--- config.mk ---
export PLATFORM = sky130hd
export DESIGN_NAME = inst_rom_loader
export DESIGN_NICKNAME = d
export VERILOG_FILES = /design/src/rtl/inst_rom_loader.sv
export SDC_FILE = /design/constraint.sdc
export NUM_CORES = 1
export LEC_CHECK = 0
export CAP_MARGIN = 20
export CORE_MARGIN = 2
export CORE_UTILIZATION = 35
export CTS_CLUSTER_SIZE = 12
export DETAILED_ROUTE_END_ITERATION = 16
export DONT_BUFFER_PORTS = 1
export PLACE_DENSITY = 0.56
export SLEW_MARGIN = 10
export SYNTH_ARGS = -nofsm -noshare
export SYNTH_HDL_FRONTEND = slang
export SYNTH_SLANG_ARGS = --single-unit
--- constraint.sdc ---
create_clock -name clk -period 2.1 [get_ports clk]
set_input_delay 0.42 -clock clk [delete_from_list [all_inputs] [get_ports clk]]
set_output_delay 0.42 -clock clk [all_outputs]
set_load 0.05 [all_outputs]
--- src/rtl/inst_rom_loader.sv ---
// inst_rom_loader: receives an instruction image as a byte stream
// (16-bit word count N, then N big-endian 32-bit words) and writes it into
// the instruction ROM write port. The CPU core is held in reset until the
// whole image has been written.
//
// Handshake: a byte moves on a rising clk edge where byte_valid_i and
// byte_ready_o are both 1. byte_ready_o depends only on the current state,
// never on byte_valid_i. The host may hold byte_valid_i low at any point,
// and the loader then waits with no timeout. load_req_i has priority over
// any byte offered in the same cycle, and that byte is dropped.
module inst_rom_loader #(
  parameter int ADDR_W = 10
) (
  input  logic              clk,
  input  logic              rst,
  input  logic              load_req_i,
  input  logic [7:0]        byte_i,
  input  logic              byte_valid_i,
  output logic              byte_ready_o,
  output logic              mem_we_o,
  output logic [ADDR_W-1:0] mem_addr_o,
  output logic [31:0]       mem_data_o,
  output logic              cpu_rst_o,
  output logic              done_o,
  output logic              err_o,
  output logic [2:0]        dbg_state
);

  typedef enum logic [2:0] {
    IDLE   = 3'd0,
    CNT_HI = 3'd1,
    CNT_LO = 3'd2,
    DATA   = 3'd3,
    WRITE  = 3'd4,
    RUN    = 3'd5,
    ERR    = 3'd6
  } state_t;

  // Capacity in words. It is held at 33 bits so that the comparison with
  // the 16-bit count stays exact for any practical ADDR_W.
  localparam logic [32:0] CAP = 33'd1 << ADDR_W;

  state_t            state;
  logic [7:0]        cnt_hi;
  logic [15:0]       last_idx;
  logic [ADDR_W-1:0] word_idx;
  logic [1:0]        byte_cnt;
  logic [23:0]       partial;
  logic              we_q;
  logic              take;
  logic [15:0]       count;
  logic              at_last;

  assign byte_ready_o = (state == CNT_HI) || (state == CNT_LO) || (state == DATA);
  assign take         = byte_valid_i && byte_ready_o;
  assign count        = {cnt_hi, byte_i};
  assign at_last      = (32'(word_idx) == 32'(last_idx));
  assign dbg_state    = state;

  // The strobe is registered. It is gated by a concurrent restart so that
  // a restart that lands on a WRITE cycle produces no write on that edge.
  assign mem_we_o = we_q && !load_req_i;

  // Loader FSM with registered write port and core-control outputs.
  always_ff @(posedge clk or negedge rst) begin
    if (!rst) begin
      state      <= IDLE;
      cnt_hi     <= '0;
      last_idx   <= '0;
      word_idx   <= '0;
      byte_cnt   <= '0;
      partial    <= '0;
      we_q       <= 1'b0;
      mem_addr_o <= '0;
      mem_data_o <= '0;
      cpu_rst_o  <= 1'b1;
      done_o     <= 1'b0;
      err_o      <= 1'b0;
    end else if (load_req_i) begin
      state     <= CNT_HI;
      word_idx  <= '0;
      byte_cnt  <= '0;
      partial   <= '0;
      we_q      <= 1'b0;
      cpu_rst_o <= 1'b1;
      done_o    <= 1'b0;
      err_o     <= 1'b0;
    end else begin
      we_q <= 1'b0;
      case (state)
        IDLE: state <= CNT_HI;
        CNT_HI: begin
          if (take) begin
            cnt_hi <= byte_i;
            state  <= CNT_LO;
          end
        end
        CNT_LO: begin
          if (take) begin
            if (count == 16'd0) begin
              state     <= RUN;
              cpu_rst_o <= 1'b0;
              done_o    <= 1'b1;
            end else if ({17'd0, count} > CAP) begin
              state <= ERR;
              err_o <= 1'b1;
            end else begin
              last_idx <= count - 16'd1;
              word_idx <= '0;
              byte_cnt <= '0;
              state    <= DATA;
            end
          end
        end
        DATA: begin
          if (take) begin
            partial  <= {partial[15:0], byte_i};
            byte_cnt <= byte_cnt + 2'd1;
            if (byte_cnt == 2'd3) begin
              we_q       <= 1'b1;
              mem_addr_o <= word_idx;
              mem_data_o <= {partial, byte_i};
              state      <= WRITE;
            end
          end
        end
        WRITE: begin
          // The index is not advanced past the last word. A full-capacity
          // image therefore never wraps the index back to 0.
          if (at_last) begin
            state     <= RUN;
            cpu_rst_o <= 1'b0;
            done_o    <= 1'b1;
          end else begin
            word_idx <= word_idx + ADDR_W'(1);
            state    <= DATA;
          end
        end
        RUN, ERR: ;
        default: state <= IDLE;
      endcase
    end
  end

endmodule

Word level (Yosys, flattened, before mapping)
Cells that the tools add are included.

$add $sub $neg: 3. $lt $le $gt $ge: 1. Eq/ne operators: 19. Mux-type cells: 43. Bitwise gates (word level): 3. Reduce and logical (&&, ||, !) cells: 23.

Operator list (number): 24-bit 2-to-1 mux (3); 10-bit 2-to-1 mux (5); 3-bit 2-to-1 mux (8); 3-bit != test (second input constant) (7); 10-bit case mux with 2 select lines (1); 5-bit AND reduction (4); 3-bit case mux with 6 select lines (1); 1-bit 2-to-1 mux (17); 10-bit by 16-bit == test with 1-bit output (1); 16-bit by 11-bit greater-than comparator with 1-bit output (second input constant) (1); 16-bit zero test (1); 16-bit by 1-bit subtractor with 16-bit output (second input constant) (1); 4-bit AND reduction (3); 10-bit by 1-bit adder with 10-bit output (second input constant) (1); 2-bit 2-to-1 mux (5); 3-bit == test (second input constant) (3); 2-bit nonzero test (4); 3-bit by 2-bit == test with 1-bit output (second input constant) (2); 3-bit by 2-bit != test with 1-bit output (second input constant) (2); 3-bit nonzero test (2); 2-bit != test (second input constant) (2); 1-bit case mux with 2 select lines (2); 2-bit case mux with 2 select lines (1); 3-bit by 1-bit == test with 1-bit output (second input constant) (1); other kinds (10) (14).

Register bits: 109. Input bits: 12. Output and inout port bits: 50. Logic and storage cells: 104.

Logic depth before layout (Yosys ltp)
Word-level depth: 7. Mapped depth: 9.

Worst setup path after synthesis
No wires, ideal clock.

Path kind: reg2reg. From: register state[1], in the netlist dbg_state[1]. To: register mem_data_o[0]. Library setup time: 0.125 ns. Data arrival time: 2.365 ns. Data required time: 1.975 ns. Slack: -0.389 ns. Stages on the path, launching flop included: 10. Path buffers: 5. Clock period less this slack: 2.489 ns. Cell sequence: dfrtp_1 -> buf_2 -> and3b_1 -> clkbuf_1 -> and3_1 -> buf_2 -> and2_1 -> buf_2 -> buf_2 -> mux2_2.

Cells in the longest elaborated chain, start to end: 5. Elaborated cells between the ends (all ways): 7.

Ends and longest elaborated chain: start: declaration (line 43) `state_t state;`; start signal: assignment (line 67) `state <= IDLE;`; start signal: assignment (line 80) `state <= CNT_HI;`; start signal: assignment (line 91) `IDLE: state <= CNT_HI;`; 3-bit by 1-bit == test with 1-bit output / 3-bit by 2-bit == test with 1-bit output (equally long branches) (line 54) `assign byte_ready_o = (state == CNT_HI) || (state == CNT_LO) || (state == DATA);`; 1-bit logical OR (2 in a row) (line 54); 1-bit logical AND (line 55) `assign take = byte_valid_i && byte_ready_o;`; 4-bit AND reduction (no source line) *; end signal: assignment (line 122) `mem_data_o <= {partial, byte_i};`; end: declaration (line 22) `output logic [31:0] mem_data_o,`.

Every way passes the cells marked *; elsewhere a longest branch is shown, timed or not. A chain may end at the register's enable or synchronous reset.

Worst setup path in the final report
From: register cnt_hi[3]. To: register word_idx[1].

Cells in the longest elaborated chain, start to end: 3. Elaborated cells between the ends (all ways): 5.

Ends and longest elaborated chain: start: declaration (line 44) `logic [7:0] cnt_hi;`; start signal: assignment (line 94) `cnt_hi <= byte_i;`; 16-bit by 11-bit greater-than comparator with 1-bit output / 16-bit zero test (equally long branches) (line 104, 100); 3-bit != test (no source line); 5-bit AND reduction (no source line) *; end signal: assignment (line 135) `word_idx <= word_idx + ADDR_W'(1);`; end: declaration (line 46) `logic [ADDR_W-1:0] word_idx;`.

Marks and branches as above.

==> impl_metrics.toml <==
[synth]
synth-edff-count = 0
synth-simple-area-share_pct = 11.38
synthFlopType = "dfrtp_1"
syn_avg_cell_area_um2 = 12.12
synth_top_area_cell = "dfrtp_1"
yosysSeqAreaShare_pct = 56.17
synth.area.top_cells = "dfrtp_1 56%, mux2_2 12%, a22o_1 4.3%, xnor2_1 3.6%, nor2_1 1.9%"
synthXorXnorAreaFrac_pct = 3.605
synth-compound-area-share_pct = 12.49
ys_types = 50
synthAdderAreaFrac_pct = 1.030
syn-cell-area_mm2 = 0.004858
yosys.area.top_type_share_pct = 55.63
synth_nets = 417
synth-async-reset-ratio_pct = 100.0
yosys_warnings = 0
synth_top_family_by_area = "compound AO/OA/AOI/OAI gates"
synth_mux_area_share_pct = 12.03
ys_seq_elements = 109
syn_inst = 401

[floorplanning]
die_w_um = 121.8
die-area_mm2 = 0.01484
coreArea_mm2 = 0.01372
start_util_pct = 35.41
fp-row-count = 43
ios = 62
die-height_um = 121.8

[clocking]
cts.sinks = 109
cts_buffers = 9
clockBufferDepth = 2
cts_root_buffer = "clkbuf_16"
cts_tree = "built"
clk_transition_reported_paths_ns = 0.07
h-tree-depth = 3
clkLatencyLatePin_ns = 0.36

[run]
max_cap_violations = 0

[sta]
setup_ws_ns = -0.01568
finalHoldViolCount = 108
rsz0062_at_grt = "yes"
fmax_mhz = 472.7
setup_viol = 2
holdWs_ns = -0.2384
relSlewSlack_pct = 60.67
report.final.slew_viol_count = 0
worst_pin_slew_ns = 0.5872
fin_crit_sh_pct = 100.7
skew_ns = 0.01013
period_minus_slack_ns = 2.116

[run_status]
violations = "hold timing, setup timing"
outcome = "finished, violations left"

[routing]
drtAntennaViolNets = 0
wl_per_cell_um = 18.08
wirelength_um = 11060
drt_iter0_drc = 219
dr_total_vias = 3246
vias_per_cell = 5.304
dr.pass1.iters = 4
drc_errors = 0

[cells_and_area]
final_common_cell = "dfrtp_1"
layout_common_cells = "106 x dfrtp_1, 51 x mux2_2, 36 x buf_4, 24 x a22o_1, 23 x nor2_1"
final_util_pct = 41.24
area_growth_pct = 16.46
nets = 443
drive_gt1_share_pct = 29.63
antenna_cells = 0

[worst_setup_path]
worstSetupPathType = "reg -> reg"
end_kind = "flip-flop"
required_ns = 2.33
worst-endpoint-arrival_ns = 2.35
critPathLaunchType = "flip-flop"
critPathMaxFanout = 7

[global_route]
antenna_found_initial = 0
grt_pass1_wl_um = 17730
grt_pass1_vias = 3244
grt_usage_pct = 15.45
overflow = 0
grt_max_degree = 110

[min_path]
hold_class = "in -> async"

[placement]
io_buffers = 0
place_congestion = 0.8536
dp_hpwl_um = 7607

[pwr]
ir_drop_mv = 0.3710
powerDensity_mw_per_mm2 = 846.6
power.leakage_nw = 2.556
==> area by class of cell <==
cell class	instances	area (um2)
Clock buffer	11	242.7
Inverter	9	33.78
Clock inverter	5	42.54
Tap cell	180	225.2
Fill cell	1300	8061
Multi-Input combinational cell	258	2041
Sequential cell	109	2731
Timing Repair Buffer	40	341.6
==> logic make-up after synthesis <==
| logic type | Yosys count |
|---|---|
| compound gates | 86 |
| xor+xnor | 20 |
| fa+ha+maj | 4 |
| buf+inv | 35 |
| flops | 109 |
| mux | 52 |
| simple gates | 95 |
==> flip-flops by register name (all words and copies together) (netlist names) <==
signal      count
partial        24
err_o           1
byte_cnt        2
last_idx       16
cpu_rst_o       1
done_o          1
word_idx       10
cnt_hi          8
mem_data_o     32
we_q            1
mem_addr_o     10
dbg_state       3
==> cell usage after synthesis, types with 3 or more instances <==
cell,instances
buf_4,4
xnor2_1,20
a21oi_1,14
and2_1,3
nor3b_1,6
a22o_1,24
or3_1,5
o31ai_1,5
inv_1,9
nand2b_1,5
o21a_1,3
nand3_1,6
clkbuf_1,16
mux2_2,51
dfrtp_1,108
or4_1,3
nor3_1,7
nor2_1,24
buf_2,5
ha_1,4
nor4_1,4
nand2_1,14
o21ai_0,13
nand4_1,4
a31oi_1,11
==> where the power goes <==
group	switching [mW]	leakage [nW]	total, mW	internal (mW)
clock network	0.787	0.142	1.64	0.855
logic	0.435	0.925	0.795	0.360
registers	0.134	1.49	2.35	2.22
total	1.36	2.56	4.79	3.43
==> metal layers <==
| layer | vias up | part of all wire [%] | GRT usage [%] |
|---|---|---|---|
| li1 | 1525 | - | - |
| met1 | 1638 | 48 | 21.77 |
| met2 | 79 | 46 | 22.59 |
| met3 | 4 | 5.5 | 5.197 |
| met4 | 0 | 0.56 | 4.598 |
| met5 | - | 0 | 0 |
==> worst max-delay path, cell delays in order, from the launching register on <==
cell      delay [ns]
dfrtp_1         0.38
or3_4           0.39
or3_4           0.37
buf_6           0.14
o311a_4         0.42
a211oi_2        0.19
o22ai_1         0.11
==> path summary, 6_finish.rpt <==
path / start / end / slack [ns] / cells after the start
worst max-delay path: cnt_hi[3]$_DFFE_PN0P_ / word_idx[1]$_DFFE_PN0P_ / -0.02 / 6
worst min register to register: last_idx[11]$_DFFE_PN0P_ / last_idx[11]$_DFFE_PN0P_ / 0.50 / 1
max in group asynchronous: rst / cpu_rst_o$_DFFE_PN1P_ / 2.06 / 0
worst max register to register: cnt_hi[3]$_DFFE_PN0P_ / word_idx[1]$_DFFE_PN0P_ / -0.02 / 6
worst min-delay path: rst / mem_addr_o[7]$_DFFE_PN0P_ / -0.24 / 0
min in group clk: load_req_i / dbg_state[2]$_DFFE_PN0P_ / 0.12 / 1
==> stage by stage <==
step	setup TNS (ns)	worst slack, ns	instance area [um2]	cells	power (mW)
2_1_floorplan	-1.057	-0.02770	4908	401	2.862
3_3_place_gp	-5.979	-0.4850	5244	588	3.127
3_5_place_dp	-7.418	-0.5486	5244	588	3.151
4_1_cts	-0.03322	-0.01678	5595	608	4.822
5_1_grt	-0.5738	-0.08104	5658	612	5.016
6_report	-0.02140	-0.01568	5658	612	4.790
==> timing repair <==
action	CTS	global route
setup buffers	3	4
gates resized for setup	5	5
setup endpoints to repair	25	23
pin swaps	4	1
hold endpoints to repair	109	109
gates cloned	1	0
(Power assumes the default switching activity.)
